[src/rtl/link_sync_pkg.sv]
`default_nettype none
// ============================================================================
// Module      : link_sync_pkg
// Description : Shared types and constants for the receive-side link
//               synchronization controller: FSM state encoding, the 7-bit
//               comma patterns, the K28.5 byte value and a counter-width
//               helper.
// Ports       : none (package)
// Revision    : 1.0 - initial release
// ============================================================================
package link_sync_pkg;

  typedef enum logic [1:0] {
    ST_LOS      = 2'd0,
    ST_ACQ      = 2'd1,
    ST_SYNC     = 2'd2,
    ST_SYNC_ERR = 2'd3
  } sync_state_e;

  // Comma prefixes {a,b,c,d,e,i,f} for both running disparities
  localparam logic [6:0] COMMA_P = 7'b0011111;
  localparam logic [6:0] COMMA_N = 7'b1100000;

  localparam logic [7:0] K28_5 = 8'hBC;

  // Width of a counter that must hold values 0..max_val (never zero-width)
  function automatic int cnt_width(input int max_val);
    return (max_val < 1) ? 1 : $clog2(max_val + 1);
  endfunction

  function automatic logic is_comma(input logic [9:0] sym);
    return (sym[9:3] == COMMA_P) || (sym[9:3] == COMMA_N);
  endfunction

endpackage
`default_nettype wire

[src/rtl/link_sync_ctrl_comma_det.sv]
`default_nettype none
// ============================================================================
// Module      : comma_det
// Description : Registered comma detector. Delays sym_valid by one cycle and
//               flags a comma in the same cycle, so both line up with the
//               decoder outputs for that symbol.
// Ports       : clk       - clock
//               reset_n   - asynchronous active-low reset
//               sym_valid - raw symbol valid
//               rx_sym    - raw 10-bit symbol, bit 9 = a
//               comma_d   - registered comma flag (only set when valid)
//               valid_d   - registered symbol valid
// Revision    : 1.0 - initial release
// ============================================================================
module comma_det
  import link_sync_pkg::*;
(
  input  logic       clk,
  input  logic       reset_n,
  input  logic       sym_valid,
  input  logic [9:0] rx_sym,
  output logic       comma_d,
  output logic       valid_d
);

  logic comma_q;
  logic valid_q;

  always_ff @(posedge clk or negedge reset_n) begin
    if (!reset_n) begin
      comma_q <= 1'b0;
      valid_q <= 1'b0;
    end else begin
      valid_q <= sym_valid;
      comma_q <= sym_valid & is_comma(rx_sym);
    end
  end

  assign comma_d = comma_q;
  assign valid_d = valid_q;

endmodule
`default_nettype wire

[src/rtl/link_sync_ctrl.sv]
`default_nettype none
// ============================================================================
// Module      : link_sync_ctrl
// Description : Receive-side 8b/10b link synchronization controller. Runs the
//               comma-based acquire / lose-sync FSM, requests bit-slips while
//               unaligned and gates decoded bytes to the link layer while in
//               sync. Optional statistics counters are enabled with the
//               SYNC_STATS_EN macro; otherwise err_cnt/los_cnt read 0.
// Ports       : clk, reset_n (async active-low)
//               sym_valid, rx_sym          - raw symbol stream
//               dec_data, dec_kout,
//               dec_code_err, dec_disp_err - decoder outputs, 1 cycle later
//               bitslip                    - one-cycle slip request
//               sync_ok                    - link synchronized
//               dout_valid, dout, kout     - gated decoded output
//               err_cnt, los_cnt           - saturating statistics
// Revision    : 1.0 - initial release
// ============================================================================
module link_sync_ctrl
  import link_sync_pkg::*;
#(
  parameter int ACQ_COMMAS   = 3,
  parameter int GOOD_CNT_MAX = 4,
  parameter int ERR_MAX      = 4,
  parameter int SLIP_TIMEOUT = 20,
  parameter int SLIP_BLANK   = 2
) (
  input  logic        clk,
  input  logic        reset_n,
  input  logic        sym_valid,
  input  logic [9:0]  rx_sym,
  input  logic [7:0]  dec_data,
  input  logic        dec_kout,
  input  logic        dec_code_err,
  input  logic        dec_disp_err,
  output logic        bitslip,
  output logic        sync_ok,
  output logic        dout_valid,
  output logic [7:0]  dout,
  output logic        kout,
  output logic [15:0] err_cnt,
  output logic [7:0]  los_cnt
);

  localparam int c_cnt_w  = cnt_width(ACQ_COMMAS);
  localparam int c_good_w = cnt_width(GOOD_CNT_MAX);
  localparam int c_lvl_w  = cnt_width(ERR_MAX);
  localparam int c_tmr_w  = cnt_width(SLIP_TIMEOUT);
  localparam int c_blk_w  = cnt_width(SLIP_BLANK);

  // "Last" values: the counter is at its limit once this value is incremented
  localparam logic [c_cnt_w-1:0]  c_acq_last  = c_cnt_w'(ACQ_COMMAS - 1);
  localparam logic [c_good_w-1:0] c_good_last = c_good_w'(GOOD_CNT_MAX - 1);
  localparam logic [c_lvl_w-1:0]  c_err_last  = c_lvl_w'(ERR_MAX - 1);
  localparam logic [c_tmr_w-1:0]  c_tmr_last  = c_tmr_w'(SLIP_TIMEOUT - 1);
  localparam logic [c_blk_w-1:0]  c_blank     = c_blk_w'(SLIP_BLANK);

  logic comma_d;
  logic valid_d;

  comma_det u_comma_det (
    .clk       (clk),
    .reset_n   (reset_n),
    .sym_valid (sym_valid),
    .rx_sym    (rx_sym),
    .comma_d   (comma_d),
    .valid_d   (valid_d)
  );

  sync_state_e         state_q, state_d;
  logic [c_cnt_w-1:0]  cnt_q,   cnt_d;
  logic [c_lvl_w-1:0]  lvl_q,   lvl_d;
  logic [c_good_w-1:0] good_q,  good_d;
  logic [c_tmr_w-1:0]  tmr_q,   tmr_d;
  logic [c_blk_w-1:0]  blank_q, blank_d;
  logic                slip_d;
  logic                go_los;

  logic bad;
  logic in_sync;
  logic pass;

  assign bad     = dec_code_err | dec_disp_err;
  assign in_sync = (state_q == ST_SYNC) || (state_q == ST_SYNC_ERR);
  assign pass    = valid_d & in_sync & ~bad;

  always_comb begin
    state_d = state_q;
    cnt_d   = cnt_q;
    lvl_d   = lvl_q;
    good_d  = good_q;
    tmr_d   = tmr_q;
    blank_d = blank_q;
    slip_d  = 1'b0;
    go_los  = 1'b0;

    if (valid_d) begin
      unique case (state_q)
        ST_LOS: begin
          // Symbols right after a slip are discarded: the deserializer
          // output is not yet trustworthy and they must not touch the timer.
          if (blank_q != '0) begin
            blank_d = blank_q - 1'b1;
          end else if (comma_d && !bad) begin
            tmr_d = '0;
            if (ACQ_COMMAS <= 1) begin
              state_d = ST_SYNC;
            end else begin
              state_d = ST_ACQ;
              cnt_d   = c_cnt_w'(1);
            end
          end else if (tmr_q == c_tmr_last) begin
            slip_d  = 1'b1;
            tmr_d   = '0;
            blank_d = c_blank;
          end else begin
            tmr_d = tmr_q + 1'b1;
          end
        end

        ST_ACQ: begin
          if (bad) begin
            go_los = 1'b1;
          end else if (comma_d) begin
            cnt_d = cnt_q + 1'b1;
            if (cnt_q == c_acq_last) state_d = ST_SYNC;
          end
        end

        ST_SYNC: begin
          if (bad) begin
            if (ERR_MAX <= 1) begin
              go_los = 1'b1;
            end else begin
              state_d = ST_SYNC_ERR;
              lvl_d   = c_lvl_w'(1);
              good_d  = '0;
            end
          end
        end

        ST_SYNC_ERR: begin
          if (bad) begin
            lvl_d  = lvl_q + 1'b1;
            good_d = '0;
            if (lvl_q == c_err_last) go_los = 1'b1;
          end else if (good_q == c_good_last) begin
            good_d = '0;
            lvl_d  = lvl_q - 1'b1;
            if (lvl_q == c_lvl_w'(1)) state_d = ST_SYNC;
          end else begin
            good_d = good_q + 1'b1;
          end
        end

        default: go_los = 1'b1;
      endcase

      if (go_los) begin
        state_d = ST_LOS;
        cnt_d   = '0;
        lvl_d   = '0;
        good_d  = '0;
        tmr_d   = '0;
        blank_d = '0;
      end
    end
  end

  logic       bitslip_q;
  logic       sync_ok_q;
  logic       dout_valid_q;
  logic [7:0] dout_q;
  logic       kout_q;

  always_ff @(posedge clk or negedge reset_n) begin
    if (!reset_n) begin
      state_q      <= ST_LOS;
      cnt_q        <= '0;
      lvl_q        <= '0;
      good_q       <= '0;
      tmr_q        <= '0;
      blank_q      <= '0;
      bitslip_q    <= 1'b0;
      sync_ok_q    <= 1'b0;
      dout_valid_q <= 1'b0;
      dout_q       <= 8'h00;
      kout_q       <= 1'b0;
    end else begin
      state_q      <= state_d;
      cnt_q        <= cnt_d;
      lvl_q        <= lvl_d;
      good_q       <= good_d;
      tmr_q        <= tmr_d;
      blank_q      <= blank_d;
      bitslip_q    <= slip_d;
      sync_ok_q    <= (state_d == ST_SYNC) || (state_d == ST_SYNC_ERR);
      // Output qualification uses the state before this symbol's update
      dout_valid_q <= valid_d & in_sync;
      dout_q       <= pass ? dec_data : 8'h00;
      kout_q       <= pass & dec_kout;
    end
  end

  assign bitslip    = bitslip_q;
  assign sync_ok    = sync_ok_q;
  assign dout_valid = dout_valid_q;
  assign dout       = dout_q;
  assign kout       = kout_q;

`ifdef SYNC_STATS_EN
  logic [15:0] err_cnt_q;
  logic [7:0]  los_cnt_q;
  logic        err_ev;
  logic        los_ev;

  // Blanked symbols are discarded, so they are not counted as errors either
  assign err_ev = valid_d & bad & ~((state_q == ST_LOS) && (blank_q != '0));
  assign los_ev = valid_d & in_sync & (state_d == ST_LOS);

  always_ff @(posedge clk or negedge reset_n) begin
    if (!reset_n) begin
      err_cnt_q <= 16'h0000;
      los_cnt_q <= 8'h00;
    end else begin
      if (err_ev && (err_cnt_q != 16'hFFFF)) err_cnt_q <= err_cnt_q + 16'd1;
      if (los_ev && (los_cnt_q != 8'hFF))    los_cnt_q <= los_cnt_q + 8'd1;
    end
  end

  assign err_cnt = err_cnt_q;
  assign los_cnt = los_cnt_q;
`else
  assign err_cnt = 16'h0000;
  assign los_cnt = 8'h00;
`endif

endmodule
`default_nettype wire

[config.mk]
export PLATFORM = sky130hd
export DESIGN_NAME = link_sync_ctrl
export DESIGN_NICKNAME = d
export VERILOG_FILES = /design/src/rtl/link_sync_pkg.sv /design/src/rtl/link_sync_ctrl_comma_det.sv /design/src/rtl/link_sync_ctrl.sv
export SDC_FILE = /design/constraint.sdc
export NUM_CORES = 1
export LEC_CHECK = 0
export ABC_AREA = 1
export ABC_CLOCK_PERIOD_IN_PS = 4100
export CAP_MARGIN = 0
export CORE_UTILIZATION = 50
export DETAILED_ROUTE_END_ITERATION = 6
export GPL_TIMING_DRIVEN = 0
export PLACE_DENSITY = 0.85
export RECOVER_POWER = 50
export SLEW_MARGIN = 20
export SYNTH_ARGS = -nofsm -noshare
export SYNTH_HDL_FRONTEND = slang
export SYNTH_SLANG_ARGS = --single-unit
[constraint.sdc]
create_clock -name clk -period 4.1 [get_ports clk]
set_input_delay 0.82 -clock clk [delete_from_list [all_inputs] [get_ports clk]]
set_output_delay 0.82 -clock clk [all_outputs]
set_load 0.02 [all_outputs]
Word level (Yosys, flattened, before mapping)
Index checks and enable logic that the tools add are counted.
{"block": "totals", "word_cells": 110, "latch_bits": 0, "ram_bits": 0, "mem_bits_ro": 0, "register_bits": 31, "memories": 0, "output_inout_bits": 36}
{"block": "op_classes", "bitwise": 6, "eq_ne": 20, "n_lt_le_gt_ge": 0, "n_addsub": 6, "div_mod_pow": 0, "muxes": 49, "n_mul": 0, "n_shift": 0, "n_reduce_logical": 16}
{"operator": "$mux W2", "count": 21}
{"operator": "$mux W5", "count": 5}
{"operator": "$mux W3", "count": 8}
{"operator": "$pmux W3 S2", "count": 2}
{"operator": "$eq A2 B2 Y1 const B", "count": 5}
{"operator": "$mux W1", "count": 9}
{"operator": "$ne A3 B2 Y1 const B", "count": 3}
{"operator": "$ne A3 B3 Y1 const B", "count": 3}
{"operator": "$reduce_bool A3 Y1", "count": 3}
{"operator": "$mux W8", "count": 1}
{"operator": "$pmux W2 S4", "count": 1}
{"operator": "$reduce_and A4 Y1", "count": 2}
{"operator": "$eq A7 B5 Y1 const B", "count": 1}
{"operator": "$eq A7 B7 Y1 const B", "count": 1}
{"operator": "$add A3 B1 Y3 const B", "count": 2}
{"operator": "$eq A3 B2 Y1 const B", "count": 2}
{"operator": "$reduce_and A3 Y1", "count": 2}
{"operator": "$reduce_and A6 Y1", "count": 1}
{"operator": "$add A5 B1 Y5 const B", "count": 1}
{"operator": "$eq A5 B5 Y1 const B", "count": 1}
{"operator": "$and A1 B1 Y1", "count": 4}
{"operator": "$ne A4 B2 Y1 const B", "count": 1}
{"operator": "$pmux W2 S2", "count": 1}
{"operator": "$reduce_bool A2 Y1", "count": 2}
{"operator": "other kinds (13)", "count": 15}

Depth between registers and ports, before layout
{"block": "depth", "ltp_word": 10, "mapped_depth": 10, "ltp_nobuf": 9}

By module
Synthesis repeated with hierarchy kept, for this count alone.
{"block": "unflattened", "cells_unflattened": 250, "hier_area_um2": 1869.3}
{"mod": "link_sync_ctrl", "cells_each": 229, "instances": 1, "seq_area_each_um2": 725.7, "area_per_inst_um2": 1742.9}
{"mod": "comma_det", "cells_each": 21, "instances": 1, "seq_area_each_um2": 50.0, "area_per_inst_um2": 126.4}

Worst setup path before layout
No wires, ideal clock.
{"block": "synth_path", "path_kind": "input to register", "from": "in dec_disp_err", "to": "reg state_q[0]", "t_arrival_ns": 1.514, "setup_slack_ns": 2.469, "cell_stages": 8, "n_path_buf": 0, "setup_time_ns": 0.116, "required_ns": 3.984, "cell_sequence": "nor2_2 > nand2_1 > clkinv_1 > nand2_1 > nand2_1 > nand3_1 > nand2_1 > nand2_1"}
{"block": "synth_via", "elab_chain_cells": 8}
{"element": "start: declaration", "line": "link_sync_ctrl.sv:35", "source": "input logic dec_disp_err,"}
{"element": "$or A1 B1 Y1 *", "line": "link_sync_ctrl.sv:83", "source": "assign bad = dec_code_err | dec_disp_err;"}
{"element": "$logic_not A1 Y1", "line": "link_sync_ctrl.sv:104", "source": "end else if (comma_d && !bad) begin"}
{"element": "$logic_and A1 B1 Y1", "line": "link_sync_ctrl.sv:104"}
{"element": "$mux W2", "line": "link_sync_ctrl.sv:104"}
{"element": "$mux W2", "line": "link_sync_ctrl.sv:102", "source": "if (blank_q != '0) begin"}
{"element": "$pmux W2 S4", "line": "link_sync_ctrl.sv:98", "source": "unique case (state_q)"}
{"element": "$mux W2 *", "line": "link_sync_ctrl.sv:159", "source": "if (go_los) begin"}
{"element": "$mux W2 *", "line": "link_sync_ctrl.sv:97", "source": "if (valid_d) begin"}
{"element": "net state_d[0]", "line": "link_sync_ctrl.sv:70", "source": "sync_state_e state_q, state_d;"}
{"element": "end signal: assignment", "line": "link_sync_ctrl.sv:190", "source": "state_q <= state_d;"}
{"element": "end: declaration", "line": "link_sync_ctrl.sv:70"}
The timed path passes the listed nets; every way through them passes the cells marked *. The select of a mux whose other input is x is not followed.
A chain may end at the register's enable or synchronous reset.

Worst setup path in the final report
{"block": "layout_path", "from": "in dec_code_err", "to": "reg lvl_q[2]"}
{"block": "layout_via", "elab_chain_cells": 6}
{"element": "start: declaration", "line": "link_sync_ctrl.sv:34", "source": "input logic dec_code_err,"}
{"element": "$or A1 B1 Y1 *", "line": "link_sync_ctrl.sv:83"}
{"element": "$mux W1, on equally long branches", "line": "link_sync_ctrl.sv:143, link_sync_ctrl.sv:122"}
{"element": "$pmux W1 S2", "line": "link_sync_ctrl.sv:98"}
{"element": "$mux W1", "line": "link_sync_ctrl.sv:97"}
{"element": "$ne A4 B2 Y1 (no line), or another cell as far along"}
{"element": "$reduce_and A4 Y1 (no line)"}
{"element": "end signal: assignment", "line": "link_sync_ctrl.sv:192", "source": "lvl_q <= lvl_d;"}
{"element": "end: declaration", "line": "link_sync_ctrl.sv:72", "source": "logic [c_lvl_w-1:0] lvl_q, lvl_d;"}
Every way passes the cells marked *; elsewhere a longest branch is shown, timed or not. The select of a mux whose other input is x is not followed.

==> results.ini <==
[layout]
final_cell_mix = nand2_1 (54), inv_1 (31), dfrtp_1 (31)
fillers = 290
fin_nets = 336
syn2layout_area_growth_pct = 30.2
final_common_cell = nand2_1
drive_gt1_frac = 0.164
n_antenna_cell = 0
stdcell_area_mm2 = 0.00246
final_util = 0.711

[worst_setup_path]
crit_family = buffers and inverters
ff2ff_path_depth = 10
arrival_ps = 2370
cp_data_required_time_ps = 4270
cpPeakStageDelay_ps = 570
cp_num_buf_inv = 2
crit_type = in2reg
rr_startpoint = lvl_q[0]
worstReg2RegEnd = tmr_q[0]
path_max_fanout = 8
path_cells = dlygate4sd3_1, inv_1, nand2_8, o21ai_0, nor2_1, nand3_1, nand2_1
reg2reg_slack_ps = 2560
endpoint_kind = register
slowest_stage = dlygate4sd3_1
critPathLaunchType = primary input

[synthesis]
syn_area_mm2 = 0.00189
synth-adder-area-share = 0.0595
synth_top_area_cell = dfrtp_1
ys_warn_count = 0
seq_area_frac_synth = 0.410
synth_area_leaders = dfrtp_1 (41%), nand2_1 (11%), buf_4 (9.5%)
synth-seq-cells = 31
synth_top_family_by_area = simple AND/OR/NAND/NOR gates
synthSimpleGateAreaFrac = 0.294
synth_top_area_frac = 0.410
synth_cell_types = 28
synth_cells = 241
synth_xor_area_frac = 0.00463
avgSynthCellArea_um2 = 7.86
synth_mux_area_frac = 0
synth_compound_area_frac = 0.0476

[power]
power_frac_comb = 0.386
total_leakage_power_nw = 1.35
p_per_area_mw_per_mm2 = 491
internal-power_w = 0.000761
ir_drop_v = 0.000279
p_clk_frac = 0.255
sw_frac_of_total = 0.371
p_seq_frac = 0.359
p_sw_w = 0.000449

[sta]
rsz0062_at_grt = false
setup_violations = 0
slew_viol_final = 32
whs_ps = 484
final.min_clock_period_ps = 2200
period_share = 0.536
relSlewSlack = -0.0500
fin_skew_ps = 10.2
final_hold_viol_count = 0
max_freq_mhz = 455
tightestPinTransition_ps = 1580
setup_tns_ps = 0

[route]
dr.pass1.iters = 4
drt_iter0_drc = 83
drt-total-wl_um = 3460
vias_per_cell = 4.52
vias = 1583
wl_per_cell_um = 9.89
ant_nets = 0
drcViolationCount = 0

[clock_network]
clk_path_buf_depth = 2
root_buffer = clkbuf_8
ctsResizeCount = 0
cts_hold_buf = 0
cts_tree = done
cts_buffers = 5
cts.reportedPaths.clkPinSlew_ps = 70
h-tree-depth = 2
cts_setup_buffers = 0
cts_num_sinks = 31
insertion_delay_ps = 280

[grt]
grt_max_degree = 32
grt_pass1_wl_um = 6110
antenna_found_initial = 0
first_global_vias = 1489
gr-total-overflow = 0
grt_util_all_layers = 0.195

[hold_path]
hp-class = reg2reg
holdPathEnd = cnt_q[1]
worstHoldPathCells = 2
min_from = cnt_q[1]

[run_status]
outcome = finished, violations left
violations = capacitance limit, slew limit

[run]
max-cap-violations = 1

[die]
placementRows = 21
dieArea_mm2 = 0.00404
core_area_mm2 = 0.00347
die_h_um = 63.5
die_x_um = 63.5
initial_core_util = 0.546
io_pins = 60

[placement]
place_congestion = 0.838
post_dp_cell_area_mm2 = 0.00235
dp_hpwl_um = 2710
numPortBuffers = 32

[cells in the mapped netlist, drive strengths merged]
| cell | number |
|---|---|
| clkbuf | 2 |
| nand3 | 22 |
| a21boi | 2 |
| inv | 35 |
| nand3b | 2 |
| conb | 1 |
| clkinv | 1 |
| nor2 | 26 |
| nor3 | 5 |
| or2 | 1 |
| buf | 25 |
| xor2 | 1 |
| o21ai | 12 |
| dfrtp | 31 |
| nand2 | 59 |
| ha | 9 |
| o21a | 1 |
| nand4 | 6 |
[registers in the layout, summed over array words and instances (netlist names)]
name	count
sync_ok	1
blank_q	2
u_comma_det.comma_d	1
kout	1
bitslip	1
dout_valid	1
u_comma_det.valid_d	1
cnt_q	2
tmr_q	5
dout	8
good_q	3
lvl_q	3
state_q	2
[metal layers]
metal	vias to the layer above	track usage	share of wire
met5	-	0	0
met2	42	0.328	0.48
met1	704	0.230	0.44
met3	6	0.0743	0.071
li1	831	-	-
met4	0	0.0511	0.012
[area by class of cell]
| type | instances | area, µm² | share of cell area |
|---|---|---|---|
| Sequential cell | 31 | 776 | 0.315 |
| Inverter | 36 | 135 | 0.0548 |
| Timing Repair Buffer | 32 | 314 | 0.127 |
| Tap cell | 46 | 57.6 | 0.0234 |
| Clock inverter | 2 | 35.0 | 0.0142 |
| Multi-Input combinational cell | 170 | 855 | 0.347 |
| Clock buffer | 6 | 82.6 | 0.0335 |
| Buffer | 27 | 210 | 0.0853 |
[how the worst max path moves through the flow]
| stage | from | endpoint | slack (ps) | cells after the start |
|---|---|---|---|---|
| final | dec_code_err | lvl_q[2] | 1900 | 7 |
| after global routing | dec_code_err | lvl_q[0] | 1800 | 8 |
| after floorplan | dec_disp_err | state_q[0] | 2470 | 8 |
| after global placement | reset_n | dout[7] | 1660 | 1 |
| after CTS | dout_valid | dout_valid | 2040 | 1 |
| after detailed placement | dec_disp_err | state_q[0] | 1750 | 9 |
[per-stage QoR]
| step | power [W] | worst slack, ps | instances |
|---|---|---|---|
| 6_report | 0.00121 | 1900 | 350 |
| 5_1_grt | 0.00132 | 1800 | 350 |
| 4_1_cts | 0.00122 | 2040 | 350 |
| 3_3_place_gp | 0.000893 | 1660 | 342 |
| 3_5_place_dp | 0.000912 | 1750 | 342 |
| 2_1_floorplan | 0.000790 | 2470 | 264 |
[worst register-to-register path, delay by kind of cell, from the launching register on]
family / cells / cell delay, ps
adders and majority gates: 2 / 400
and+or+nand+nor: 6 / 450
AOI/OAI and AO/OA: 1 / 60
DFF: 1 / 410
buffers and inverters: 1 / 150
[power groups by stage]
stage / logic (W) / registers, W / clock network (W)
after CTS: 0.000473 / 0.000434 / 0.000315
after detailed placement: 0.000472 / 0.000440 / 0
after floorplan: 0.000348 / 0.000441 / 0
after global routing: 0.000543 / 0.000447 / 0.000331
after global placement: 0.000455 / 0.000438 / 0
final: 0.000467 / 0.000434 / 0.000308
[kinds of logic after synthesis]
logic type	count (synthesis)
xor+xnor	1
flops	31
buf+inv	63
simple gates	121
fa+ha+maj	9
other cells	1
compound gates	15
Power figures use the tool's default switching activity.
